`config.mk`:
```
export PLATFORM = sky130hd
export DESIGN_NAME = uart_tx_fifo_drain_flat
export DESIGN_NICKNAME = d
export VERILOG_FILES = /design/src/rtl/uart_tx_fifo_drain_if.sv /design/src/rtl/uart_tx_fifo_drain.sv /design/src/flat_wrapper.sv
export SDC_FILE = /design/constraint.sdc
export NUM_CORES = 1
export LEC_CHECK = 0
export BUFFER_PORTS_ARGS = -buffer_cell sky130_fd_sc_hd__buf_2
export CAP_MARGIN = 40
export CORE_MARGIN = 2
export CORE_UTILIZATION = 45
export DETAILED_ROUTE_END_ITERATION = 12
export PLACE_DENSITY = 0.64
export SLEW_MARGIN = 20
export SYNTH_ARGS = -nofsm -noshare
export SYNTH_HDL_FRONTEND = slang
export SYNTH_SLANG_ARGS = --single-unit
```
`constraint.sdc`:
```
create_clock -name iclk -period 4.35 [get_ports iclk]
set_clock_uncertainty 0.05 [all_clocks]
set_input_delay 0.2175 -clock iclk [delete_from_list [all_inputs] [get_ports iclk]]
set_output_delay 0.2175 -clock iclk [all_outputs]
set_load 0.05 [all_outputs]
```
`src/rtl/uart_tx_fifo_drain_if.sv`:
```
// ----------------------------------------------------------------------------
// uart_tx_fifo_drain_if
// Read-side handshake between a register-file FIFO and the UART transmitter
// that drains it.
//   iempty   FIFO empty flag (FIFO -> transmitter)
//   ir_data  FIFO combinational read data, valid while iempty=0
//   ord      one-cycle pop strobe (transmitter -> FIFO)
// Modports: master = FIFO side, slave = transmitter side.
// ----------------------------------------------------------------------------
interface uart_tx_fifo_drain_if #(
    parameter int pDBIT = 8
);
    logic             iempty;
    logic [pDBIT-1:0] ir_data;
    logic             ord;

    modport master (output iempty, output ir_data, input ord);
    modport slave  (input iempty, input ir_data, output ord);
endinterface

```
`src/rtl/uart_tx_fifo_drain.sv`:
```
// ----------------------------------------------------------------------------
// uart_tx_fifo_drain
// Serial transmitter that pops one word per frame from the upstream FIFO and
// sends it LSB-first: 1 start bit, pDBIT data bits, pSB_TICK/16 stop bits.
// Contains its own oversampling baud divider (16 ticks per bit).
//   iclk      system clock, rising edge
//   ireset_n  asynchronous active-low reset
//   fifo      FIFO read handshake (slave modport: iempty, ir_data in; ord out)
//   otx       registered serial line, idles high
//   obusy     high while a frame is in progress (state != IDLE)
//   odone     one-cycle pulse in the last STOP cycle, before IDLE is entered
// ----------------------------------------------------------------------------
module uart_tx_fifo_drain #(
    parameter int pDBIT     = 8,
    parameter int pSB_TICK  = 16,
    parameter int pBAUD_DIV = 163
) (
    input  logic                 iclk,
    input  logic                 ireset_n,
    uart_tx_fifo_drain_if.slave  fifo,
    output logic                 otx,
    output logic                 obusy,
    output logic                 odone
);

    localparam int BAUD_W = $clog2(pBAUD_DIV);
    localparam int BIT_W  = (pDBIT > 1) ? $clog2(pDBIT) : 1;

    localparam logic [BAUD_W-1:0] BAUD_LAST = BAUD_W'(pBAUD_DIV - 1);
    localparam logic [BIT_W-1:0]  BIT_LAST  = BIT_W'(pDBIT - 1);
    localparam logic [5:0]        BIT_TICK_LAST  = 6'd15;
    localparam logic [5:0]        STOP_TICK_LAST = 6'(pSB_TICK - 1);

    typedef enum logic [1:0] {
        S_IDLE,
        S_START,
        S_DATA,
        S_STOP
    } state_e;

    state_e             state_q, state_d;
    logic [BAUD_W-1:0]  baud_q, baud_d;
    logic [5:0]         tick_cnt_q, tick_cnt_d;
    logic [BIT_W-1:0]   bit_cnt_q, bit_cnt_d;
    logic [pDBIT-1:0]   shreg_q, shreg_d;
    logic               otx_q, otx_d;

    logic tick;
    logic bit_end;

    // One oversampling tick per pBAUD_DIV cycles, only while a frame runs.
    assign tick    = (state_q != S_IDLE) && (baud_q == BAUD_LAST);
    assign bit_end = tick && (tick_cnt_q == BIT_TICK_LAST);

    // ------------------------------------------------------------------
    // State register
    // ------------------------------------------------------------------
    // NOTE: sequential state uses non-blocking assignments so every flop
    // samples pre-edge values regardless of process ordering.
    always_ff @(posedge iclk or negedge ireset_n) begin
        if (!ireset_n) begin
            state_q <= S_IDLE;
        end else begin
            state_q <= state_d;
        end
    end

    // ------------------------------------------------------------------
    // Next-state logic
    // ------------------------------------------------------------------
    // NOTE: every signal assigned in always_comb gets a default first, so no
    // path leaves it unassigned and no latch is inferred.
    always_comb begin
        state_d = state_q;
        unique case (state_q)
            S_IDLE:  if (!fifo.iempty) state_d = S_START;
            S_START: if (bit_end) state_d = S_DATA;
            S_DATA:  if (bit_end && (bit_cnt_q == BIT_LAST)) state_d = S_STOP;
            S_STOP:  if (tick && (tick_cnt_q == STOP_TICK_LAST)) state_d = S_IDLE;
            default: state_d = S_IDLE;
        endcase
    end

    // ------------------------------------------------------------------
    // Datapath next values: baud divider, tick/bit counters, shift register
    // ------------------------------------------------------------------
    always_comb begin
        baud_d     = baud_q;
        tick_cnt_d = tick_cnt_q;
        bit_cnt_d  = bit_cnt_q;
        shreg_d    = shreg_q;

        // Divider is pinned at 0 in IDLE so the first tick lands a fixed
        // number of cycles after the pop.
        if (state_q == S_IDLE || baud_q == BAUD_LAST) begin
            baud_d = '0;
        end else begin
            baud_d = baud_q + 1'b1;
        end

        if (state_d != state_q) begin
            tick_cnt_d = '0;
        end else if (bit_end && state_q == S_DATA) begin
            tick_cnt_d = '0;
        end else if (tick) begin
            tick_cnt_d = tick_cnt_q + 1'b1;
        end

        if (state_q == S_IDLE) begin
            bit_cnt_d = '0;
            if (!fifo.iempty) begin
                shreg_d = fifo.ir_data;
            end
        end else if (state_q == S_DATA && bit_end) begin
            bit_cnt_d = (bit_cnt_q == BIT_LAST) ? '0 : bit_cnt_q + 1'b1;
            shreg_d   = shreg_q >> 1;
        end
    end

    // Line level is computed from the *next* state so the registered otx
    // changes on the same edge as the state it belongs to.
    always_comb begin
        unique case (state_d)
            S_START: otx_d = 1'b0;
            S_DATA:  otx_d = shreg_d[0];
            default: otx_d = 1'b1;
        endcase
    end

    // NOTE: the shift register is reset along with the control state: it is
    // a single word, not a memory array, and a defined value after reset
    // costs nothing.
    always_ff @(posedge iclk or negedge ireset_n) begin
        if (!ireset_n) begin
            baud_q     <= '0;
            tick_cnt_q <= '0;
            bit_cnt_q  <= '0;
            shreg_q    <= '0;
            otx_q      <= 1'b1;
        end else begin
            baud_q     <= baud_d;
            tick_cnt_q <= tick_cnt_d;
            bit_cnt_q  <= bit_cnt_d;
            shreg_q    <= shreg_d;
            otx_q      <= otx_d;
        end
    end

    // ------------------------------------------------------------------
    // Outputs
    // ------------------------------------------------------------------
    // The pop strobe is gated by reset: the state register already reads
    // IDLE during reset and must not pop the FIFO while held there.
    always_comb begin
        fifo.ord = ireset_n && (state_q == S_IDLE) && !fifo.iempty;
        obusy    = (state_q != S_IDLE);
        odone    = (state_q == S_STOP) && tick && (tick_cnt_q == STOP_TICK_LAST);
    end

    assign otx = otx_q;

endmodule

```
`src/flat_wrapper.sv`:
```
// flat-port wrapper written by rule: the top's interface ports become plain ports
module uart_tx_fifo_drain_flat 
#(
    parameter int pDBIT     = 8,
    parameter int pSB_TICK  = 16,
    parameter int pBAUD_DIV = 163
)
  (iclk, ireset_n, otx, obusy, odone, fifo_iempty, fifo_ir_data, fifo_ord);
  uart_tx_fifo_drain_if #(.pDBIT(pDBIT)) fifo_i ();
  input  logic iclk;
  input  logic ireset_n;
  output logic otx;
  output logic obusy;
  output logic odone;
  input wire logic [$bits(fifo_i.iempty)-1:0] fifo_iempty;
  input wire logic [$bits(fifo_i.ir_data)-1:0] fifo_ir_data;
  output wire logic [$bits(fifo_i.ord)-1:0] fifo_ord;
  assign fifo_i.iempty = fifo_iempty;
  assign fifo_i.ir_data = fifo_ir_data;
  assign fifo_ord = fifo_i.ord;
  uart_tx_fifo_drain #(.pDBIT(pDBIT), .pSB_TICK(pSB_TICK), .pBAUD_DIV(pBAUD_DIV)) u_core (.iclk(iclk), .ireset_n(ireset_n), .fifo(fifo_i), .otx(otx), .obusy(obusy), .odone(odone));
endmodule
```
==> results.sh <==
export IMPL_wl_um=2640
export IMPL_synth_area_leaders="dfrtp_1 47%, a22o_1 7.2%, ha_1 4.3%, nor2_1 3.6%, xor2_1 3.6%"
export IMPL_sequentialPowerShare_pct=65.6
export IMPL_start_util_pct=47.5
export IMPL_synth_warnings=0
export IMPL_place_area_um2=1550
export IMPL_peakVddDrop_mv=0.127
export IMPL_yosysMostFrequentCell="dfrtp_1"
export IMPL_core_um2=3050
export IMPL_ys_ff_latch=28
export IMPL_drt_iter0_drc=43
export IMPL_max_freq_ghz=0.342
export IMPL_clk_latency_ps=330
export IMPL_drive_above_1_share_pct=20.3
export IMPL_grt_max_degree=30
export IMPL_cts_buffer_depth=2
export IMPL_synthFlopType="dfrtp_1"
export IMPL_critPathRequiredTime_ps=4080
export IMPL_hold_viol_final=0
export IMPL_area_growth_pct=10.3
export IMPL_yosys_top_cells_count="27 x dfrtp_1, 14 x nor2_1, 12 x a22o_1, 9 x nand3_1, 8 x nand2_1"
export IMPL_post_route_drc_count=0
export IMPL_netlist_area_um2=1450
export IMPL_switching_share_pct=20.6
export IMPL_grt_pass1_wl_um=4330
export IMPL_path_max_fanout=7
export IMPL_cts_max_level=1
export IMPL_critical_path_class="reg -> out"
export IMPL_io_pins=15
export IMPL_yosysSeqAreaShare_pct=48.4
export IMPL_synth_edf_count=0
export IMPL_grt_usage_pct=15.8
export IMPL_slew_viol_final=0
export IMPL_root_buffer="clkbuf_4"
export IMPL_pwr_share_clk_pct=30.8
export IMPL_fillers=288
export IMPL_synth_top_cell_area_share_pct=46.6
export IMPL_ant_nets=0
export IMPL_cp_end_kind="primary output"
export IMPL_fp_row_count=20
export IMPL_portBuffers=14
export IMPL_hpwlAfterDp_um=1890
export IMPL_switchingPower_uw=83.4
export IMPL_dieArea_um2=3690
export IMPL_area_sequential_um2=702
export IMPL_tightest_slew_ps=641
export IMPL_cap_violations=0
export IMPL_final_instance_count_excl_fill=197
export IMPL_hp_class="in -> reg"
export IMPL_numCtsBuffers=3
export IMPL_fin_crit_ps=2930
export IMPL_synth_async_sr_flop_share_pct=100
export IMPL_fin_nets=170
export IMPL_tritoncts="yes"
export IMPL_fin_crit_sh_pct=67.3
export IMPL_setup_viol=0
export IMPL_clk_pin_slew_ps=140
export IMPL_arrival_ps=2660
export IMPL_dp_cells=192
export IMPL_antennaDiodeCount=0
export IMPL_antenna_found_initial=0
export IMPL_multi_input_area_um2=709
export IMPL_max_slew_margin_pct=56.9
export IMPL_dr_total_vias=1064
export IMPL_synth_nets=154
export IMPL_gp_congestion=0.815
export IMPL_firstDrtPassIters=4
export IMPL_die_h_um=60.8
export IMPL_p_int_uw=322
export IMPL_synth_cell_types=39
export IMPL_die_w_um=60.8
export IMPL_grt_pass1_vias=1011
export IMPL_grt_setup_unrepaired="false"
export IMPL_synth_top_area_cell="dfrtp_1"
export IMPL_grt_ovfl_total=0
export IMPL_syn_inst=138
export IMPL_cts_resized_gates=0
export IMPL_routedWlPerCell_um=13.4
export IMPL_cp_start_kind="flip-flop"
export IMPL_viasPerCell=5.40
export IMPL_avgSynthCellArea_um2=10.5
export IMPL_combPwrFrac_pct=3.5
export IMPL_final_cell_area_um2=1600
export IMPL_status="complete, no violations"
export IMPL_tns_ps=0
export IMPL_clock_sinks=28
export IMPL_p_leak_uw=0.000782
export IMPL_p_per_area_nw_per_um2=254
sequential cells by signal, summed over array words and instances (netlist names):
| register | flops |
|---|---|
| u_core.baud_q | 8 |
| u_core.bit_cnt_q | 3 |
| u_core.otx | 1 |
| u_core.tick_cnt_q | 6 |
| u_core.state_q | 2 |
| u_core.shreg_q | 8 |
routing by layer:
| metal | global-route usage [%] | up-vias | wire length, µm |
|---|---|---|---|
| li1 | - | 529 | - |
| met1 | 20.0 | 516 | 1270 |
| met2 | 26.1 | 15 | 1260 |
| met3 | 2.56 | 4 | 81 |
| met4 | 7.45 | 0 | 40 |
| met5 | 0 | - | 0 |
stage by stage:
step	util, %	worst slack (ps)	total power, µW	hold slack [ps]
detailed placement	50.9	1790	285	220
global placement	50.7	1870	284	210
CTS	52.4	1390	412	44.1
global route	52.4	1260	426	62.3
finish	52.4	1420	405	50.9
floorplan	-	1800	274	-128
what timing repair did:
item                                   in CTS  in global routing
setup endpoints to repair                   0                  0
hold buffers                                1                  0
endpoints found under the hold margin      27                  0
setup buffers                               0                  0
worst max-delay path, stage by stage (launching register included):
cell and delay, ps:
dfrtp_1 440, ha_1 260, or3b_2 530, or4_4 500, nor2_2 180, and2_1 160, buf_2 260
placed cells by master, fill, tap and decap left out, types with 2 or more instances in the layout:
cell type,instances
nand2_1,8
inv_1,2
ha_1,5
and2_1,3
xor2_1,6
nor2_1,14
o21ai_0,7
a21oi_1,3
a22o_1,12
or2_2,2
mux2_2,3
a31oi_1,2
clkbuf_4,3
nand3_1,9
a21o_1,6
dfrtp_1,27
nor3_1,3
buf_2,15
and3_1,2
final timing paths:
kind | startpoint | to | slack [ps] | cells after the start
worst max-delay path | u_core.tick_cnt_q[1] | odone | 1420 | 6
worst min-delay path | fifo_ir_data[7] | u_core.shreg_q[7] | 50 | 3
worst max register to register | u_core.tick_cnt_q[1] | u_core.otx | 1890 | 6
worst min register to register | u_core.shreg_q[4] | u_core.shreg_q[4] | 450 | 1
max in group asynchronous | ireset_n | u_core.baud_q[4] | 3460 | 2
min in group asynchronous | ireset_n | u_core.shreg_q[0] | 380 | 2
power by group through the flow:
stage / Clock, µW / Sequential [µW] / Combinational, µW
4_1_cts: 131 / 266 / 14.8
3_3_place_gp: 0 / 271 / 13.8
2_1_floorplan: 0 / 270 / 3.84
5_1_grt: 143 / 267 / 16.5
6_report: 125 / 266 / 14.3
3_5_place_dp: 0 / 271 / 14.0
logic make-up after synthesis:
group	after synthesis	synth area share, %
AND/OR/NAND/NOR	52	20.2
AO/OA/AOI/OAI	34	16.8
flip-flops	28	48.4
buffers and inverters	8	2.67
XOR/XNOR	7	4.23
adder cells (fa/ha/maj)	5	4.31
multiplexers	4	3.36
cell type report:
class	instances	area share, %
Inverter	3	0.704
Multi-Input combinational cell	102	44.4
Timing Repair Buffer	16	5.32
Tap cell	44	3.44
Sequential cell	28	43.9
Clock buffer	4	2.27
Power figures use the tool's default switching activity.
